==> src/rtl/dram_clr.sv <==
`default_nettype none
// ============================================================================
//  Module   : dram_clr
//  Purpose  : Parametrised 1-read/1-write synchronous data RAM for the stack
//             machine data path. Provides read-valid signalling, same-address
//             write-to-read forwarding, an optional output register stage and
//             a hardware clear sequencer that zero-fills the array after
//             reset or on request.
//  Ports    : clk        - system clock, rising edge
//             rst        - asynchronous active-high reset
//             ram_radr   - read address
//             ram_ren    - read request (sampled with ram_radr)
//             ram_rdata  - read data, qualified by ram_rvalid
//             ram_rvalid - ram_rdata holds the result of an accepted read
//             ram_wadr   - write address
//             ram_wdata  - write data
//             ram_wen    - write enable
//             clr_req    - request a full zero-fill (pulse or level)
//             busy       - clear sweep in progress; accesses are dropped
//  Revision : 1.0 - initial release
// ============================================================================
module dram_clr #(
   parameter int DATA_W  = 8,
   parameter int ADR_W   = 5,
   parameter int OUT_REG = 0
) (
   input  logic              clk,
   input  logic              rst,
   input  logic [ADR_W-1:0]  ram_radr,
   input  logic              ram_ren,
   output logic [DATA_W-1:0] ram_rdata,
   output logic              ram_rvalid,
   input  logic [ADR_W-1:0]  ram_wadr,
   input  logic [DATA_W-1:0] ram_wdata,
   input  logic              ram_wen,
   input  logic              clr_req,
   output logic              busy
);

   localparam int DEPTH = 1 << ADR_W;

   typedef enum logic [0:0] {
      ST_CLEAR = 1'b0,
      ST_IDLE  = 1'b1
   } state_t;

   state_t            state;
   state_t            state_nxt;
   logic [ADR_W-1:0]  cnt;
   logic [ADR_W-1:0]  cnt_nxt;

   logic [DATA_W-1:0] mem [DEPTH];

   logic              idle;
   logic              rd_acc;
   logic              wr_acc;
   logic              fwd;
   logic              wr_en;
   logic [ADR_W-1:0]  wr_adr;
   logic [DATA_W-1:0] wr_data;

   logic [DATA_W-1:0] rdata_q;
   logic              rvalid_q;

   // ------------------------------------------------------------------------
   // Clear sequencer
   // ------------------------------------------------------------------------
   always_ff @(posedge clk or posedge rst) begin
      if (rst) begin
         state <= ST_CLEAR;
         cnt   <= '0;
      end else begin
         state <= state_nxt;
         cnt   <= cnt_nxt;
      end
   end

   // Terminal count is detected explicitly, so the counter wrapping back to
   // zero on the final sweep write never starts a second sweep.
   always_comb begin
      state_nxt = state;
      cnt_nxt   = cnt;
      case (state)
         ST_CLEAR: begin
            cnt_nxt = cnt + 1'b1;
            if (cnt == {ADR_W{1'b1}}) begin
               state_nxt = ST_IDLE;
            end
         end
         ST_IDLE: begin
            if (clr_req) begin
               state_nxt = ST_CLEAR;
               cnt_nxt   = '0;
            end
         end
         default: begin
            state_nxt = ST_CLEAR;
            cnt_nxt   = '0;
         end
      endcase
   end

   // busy decodes the state register only; clr_req has no path to it.
   assign busy   = (state == ST_CLEAR);
   assign idle   = (state == ST_IDLE);
   assign rd_acc = idle & ram_ren;
   assign wr_acc = idle & ram_wen;
   assign fwd    = wr_acc && (ram_wadr == ram_radr);

   // ------------------------------------------------------------------------
   // Single write port shared between user writes and the clear sweep
   // ------------------------------------------------------------------------
   assign wr_en   = busy | wr_acc;
   assign wr_adr  = busy ? cnt : ram_wadr;
   assign wr_data = busy ? '0  : ram_wdata;

   always_ff @(posedge clk) begin
      if (wr_en) begin
         mem[wr_adr] <= wr_data;
      end
   end

   // ------------------------------------------------------------------------
   // Read path
   // ------------------------------------------------------------------------
   generate
      if (OUT_REG == 0) begin : g_lat1
         always_ff @(posedge clk or posedge rst) begin
            if (rst) begin
               rdata_q  <= '0;
               rvalid_q <= 1'b0;
            end else begin
               rvalid_q <= rd_acc;
               if (rd_acc) begin
                  rdata_q <= fwd ? ram_wdata : mem[ram_radr];
               end
            end
         end
      end else begin : g_lat2
         logic [DATA_W-1:0] ram_q;
         logic [DATA_W-1:0] fwd_data_q;
         logic              fwd_q;
         logic              v1_q;

         // Plain synchronous array read with no reset, so the array maps onto
         // block RAM; the forwarding decision is carried alongside it.
         always_ff @(posedge clk) begin
            if (rd_acc) begin
               ram_q <= mem[ram_radr];
            end
         end

         always_ff @(posedge clk or posedge rst) begin
            if (rst) begin
               fwd_q      <= 1'b0;
               fwd_data_q <= '0;
               v1_q       <= 1'b0;
            end else begin
               v1_q <= rd_acc;
               if (rd_acc) begin
                  fwd_q      <= fwd;
                  fwd_data_q <= ram_wdata;
               end
            end
         end

         // Reads captured in stage one complete even if a sweep has started.
         always_ff @(posedge clk or posedge rst) begin
            if (rst) begin
               rdata_q  <= '0;
               rvalid_q <= 1'b0;
            end else begin
               rvalid_q <= v1_q;
               if (v1_q) begin
                  rdata_q <= fwd_q ? fwd_data_q : ram_q;
               end
            end
         end
      end
   endgenerate

   assign ram_rdata  = rdata_q;
   assign ram_rvalid = rvalid_q;

endmodule
`default_nettype wire
==> config.mk <==
export PLATFORM = sky130hd
export DESIGN_NAME = dram_clr
export DESIGN_NICKNAME = d
export VERILOG_FILES = /design/src/rtl/dram_clr.sv
export SDC_FILE = /design/constraint.sdc
export NUM_CORES = 1
export LEC_CHECK = 0
export BUFFER_PORTS_ARGS = -buffer_cell sky130_fd_sc_hd__buf_2
export CORE_UTILIZATION = 35
export DETAILED_ROUTE_END_ITERATION = 10
export PLACE_DENSITY = 0.49
export SLEW_MARGIN = 20
export SYNTH_ARGS = -nofsm -noshare
export SYNTH_HDL_FRONTEND = slang
export SYNTH_SLANG_ARGS = --single-unit
==> constraint.sdc <==
create_clock -name clk -period 3.6 [get_ports clk]
set_input_delay 0.36 -clock clk [delete_from_list [all_inputs] [get_ports clk]]
set_output_delay 0.36 -clock clk [all_outputs]
set_load 0.01 [all_outputs]
==> tab_implementation.tex <==
\begin{tabular}{lr}
\hline
Metric & Value \\
\hline
\multicolumn{2}{l}{\textbf{Outcome}} \\
Run status & complete, but fails checks \\
Failing checks & DRC \\
\multicolumn{2}{l}{\textbf{Synth}} \\
Post-synth EDFFs & 256 \\
Most area-consuming cells after synthesis & edfxtp\_1, mux2i\_1, a22oi\_1, dfrtp\_1, nand2\_1 \\
Flip-flop cell with the highest count after synthesis & edfxtp\_1 \\
Most frequently used cell type in the post-synthesis netlist & edfxtp\_1 \\
Cell variety after synth & 39 \\
Sequential area share after synthesis & 72.93\% \\
Yosys synthesis warning count & 0 \\
Flop and latch count out of synthesis & 271 \\
Mapped Cells & 696 \\
Average size of a mapped cell & 15.88 sq um \\
Number of nets produced by synthesis & 721 \\
Fraction of synthesis flops using an asynchronous set or reset pin & 5.535\% \\
Cell accounting for the most synthesized area & edfxtp\_1 \\
Synth cell count leaders & edfxtp\_1, mux2i\_1, a22oi\_1, nand2\_1, nor2\_1 \\
Area fraction of the dominant cell type after synthesis & 69.53\% \\
Mapped Area & 0.01106 sq mm \\
\multicolumn{2}{l}{\textbf{Clock tree}} \\
Number of buffers added for setup after CTS & 0 \\
Number of H-tree branching levels & 1 \\
Inserted Clock Buffers & 29 \\
Clock latency of the later-clocked register in the worst-skew pair & 540 ps \\
Maximum root-to-sink buffer count & 3 \\
Clk sinks & 271 \\
Root Buffer Master & clkbuf\_16 \\
Clock slew at the register clock pins of the worst setup and hold paths & 60 ps \\
TritonCTS clock tree & yes \\
\multicolumn{2}{l}{\textbf{Drt}} \\
Number of detailed-routing iterations run before antenna repair & 8 \\
Post-route antenna net violation count & 0 \\
Total number of vias & 6,190 \\
Drt total wl & 27.62 mm \\
Number of DRC markers in iteration 0 & 579 \\
Detailed-route wire length per cell & 23.89 microns \\
Via count normalized by instance count & 5.355 \\
Post-detailed-route DRC marker count & 7 \\
\multicolumn{2}{l}{\textbf{Setup path}} \\
Data arrival time of the worst path & 2660 ps \\
Type of destination of the critical path & flip-flop \\
Critical Path Start Type & flip-flop \\
Reg-to-reg setup timing slack & 1110 ps \\
Cell with the biggest individual delay on the critical path & nor2\_1 \\
Largest delay contributor family on the critical path & simple AND/OR/NAND/NOR gates \\
Origin of the critical flop-to-flop path & idle \\
Buffers and inverters on the worst path & 1 \\
Length in cells of the worst reg-to-reg path & 5 \\
Ordered cell list for the critical path & buf\_4, or3\_1, o31ai\_1, nand2\_1, nor2\_1 \\
Worst Path Class, Setup & reg -> reg \\
Largest incremental delay on the critical path & 650 ps \\
CP max FO & 29 \\
Worst reg2reg endpoint & mem[0][6] \\
WP data required & 3770 ps \\
\multicolumn{2}{l}{\textbf{Placement}} \\
Worst slack at placement & 1129 ps \\
Dpl hpwl & 17.51 mm \\
RePlAce Congestion & 0.8055 \\
Port Buffers & 32 \\
\multicolumn{2}{l}{\textbf{Layout}} \\
Filler cell count & 2,748 \\
Util after Layout & 40.80\% \\
Layout Nets & 766 \\
Ant. Diodes & 0 \\
Synth-to-layout area growth & 13.78\% \\
Share of final-layout standard cells stronger than drive strength 1 & 12.89\% \\
\multicolumn{2}{l}{\textbf{Floorplan}} \\
Die X & 179.7 microns \\
Area of the core & 0.03083 sq mm \\
Area of the die & 0.03230 sq mm \\
Die Y-Extent & 179.7 microns \\
Starting density of the core & 35.86\% \\
Number of top-level pins & 33 \\
Rows & 64 \\
\multicolumn{2}{l}{\textbf{STA}} \\
Min cycle time layout & 2488 ps \\
Final Setup Violations & 0 \\
Count of final max-slew check failures & 0 \\
Normalized max-slew margin & 42.71\% \\
Setup repair after global routing missed its margin & no \\
Setup WS post-layout & 1112 ps \\
Final worst path period share & 69.11\% \\
FMAX & 402.0 MHz \\
Clk\_skew & 8.771 ps \\
Number of hold-slack violations in the final timing report & 0 \\
Final-layout setup total negative slack & 0 ps \\
Transition time at the pin with the least slew margin & 856.1 ps \\
\multicolumn{2}{l}{\textbf{Global routing}} \\
Wire length of the first global-routing pass & 41.19 mm \\
Number of global-route vias before repair & 6,266 \\
GRT Util Overall & 17.20\% \\
Maximum number of pins on one net before global-route repair & 47 \\
GR Util met3 & 3.930\% \\
Busiest grt layer & met2 \\
Global route total overflow & 0 \\
Met2 usage in global routing & 26.09\% \\
Met1 global-route usage & 24.71\% \\
Number of antenna violations at the first check in global routing & 0 \\
\multicolumn{2}{l}{\textbf{Flow run}} \\
Max Cap Violations & 0 \\
\multicolumn{2}{l}{\textbf{Power}} \\
Static leakage & 0.004571 uW \\
Overall power after layout & 8197 uW \\
Power density of the placed cells & 651.6 mW/mm\^{}2 \\
Peak supply drop & 0.3228 mV \\
\multicolumn{2}{l}{\textbf{Hold path}} \\
Hold-critical path depth & 2 \\
Worst hold path class & in -> reg \\
Hold path endpoint & cnt[4] \\
Critical hold path startpoint & clr\_req \\
\hline
\end{tabular}
-- metal layers --
layer | vias up | wire [microns]
met5 | - | 0
met4 | 0 | 620
met3 | 41 | 1961
met2 | 217 | 12250
met1 | 3139 | 12780
li1 | 2793 | -
-- through the flow --
step                hold WS (ps)  instance area, sq um  std cells
global route               26.92                 12580       1156
CTS                        10.67                 12580       1156
finish                     37.29                 12580       1156
floorplan                  261.5                 11060        696
detailed placement         456.4                 11700       1105
global placement           455.3                 11700       1105
-- worst register-to-register path, delay by kind of cell, from the launching register on --
kind                   cells  cell delay (ps)
AND/OR/NAND/NOR            3             1300
AO/OA/AOI/OAI              1              110
flip-flops                 1              440
buffers and inverters      1              260
-- how the worst max path moves through the flow --
| stage | from | endpoint | cells after the start |
|---|---|---|---|
| 3_3_place_gp | idle | mem[18][7] | 5 |
| 5_1_grt | idle | mem[18][2] | 5 |
| 6_report | idle | mem[0][6] | 5 |
| 2_1_floorplan | idle | mem[23][0] | 8 |
| 4_1_cts | idle | mem[18][2] | 5 |
| 3_5_place_dp | idle | mem[18][7] | 5 |
-- repair_timing --
item                                   in CTS  in global routing
hold buffers                                1                  0
setup endpoints to repair                   0                  0
resized for setup                           0                  0
endpoints found under the hold margin      15                  0
-- area by class of cell --
cell class	instances	area, sq um	area share, %
Sequential cell	271	8063	64.09
Multi-Input combinational cell	381	2795	22.22
Clock buffer	37	755.7	6.008
Tap cell	396	495.5	3.939
Timing Repair Buffer	53	339.1	2.695
Clock inverter	13	112.6	0.8952
Inverter	5	18.77	0.1492
-- cell families (layout without fill, tap and decap cells) --
logic type / after synthesis / count (layout) / synth area share, %
flops: 271 / 271 / 72.93
mux: 140 / 140 / 12.80
simple gates: 141 / 141 / 6.100
compound gates: 92 / 92 / 5.613
fa+ha+maj: 2 / 2 / 0.2263
buf+inv: 44 / 108 / 1.856
xor+xnor: 6 / 6 / 0.4753
-- registers in the layout, summed over array words and instances, names as in the netlist --
name,count
mem,256
ram_rdata,8
cnt,5
idle,1
ram_rvalid,1
-- cell usage in the layout, fill, tap and decap left out, drive strengths merged, types with 4 or more instances in the layout --
master  instances
dfrtp          15
buf            52
nand2          40
inv             6
a22oi          50
edfxtp        256
nor2b           4
nand4          14
o21ai          12
and2            9
clkbuf         37
nand3          27
nor2           39
a31oi           4
xnor2           5
a21oi          17
clkinv         10
mux2i         139
-- where the power goes --
group / switching, uW / total [uW] / internal [uW]
sequential: 165 / 4110 / 3950
combinational: 918 / 1320 / 398
clock: 1160 / 2770 / 1610
Power figures use the tool's default switching activity.
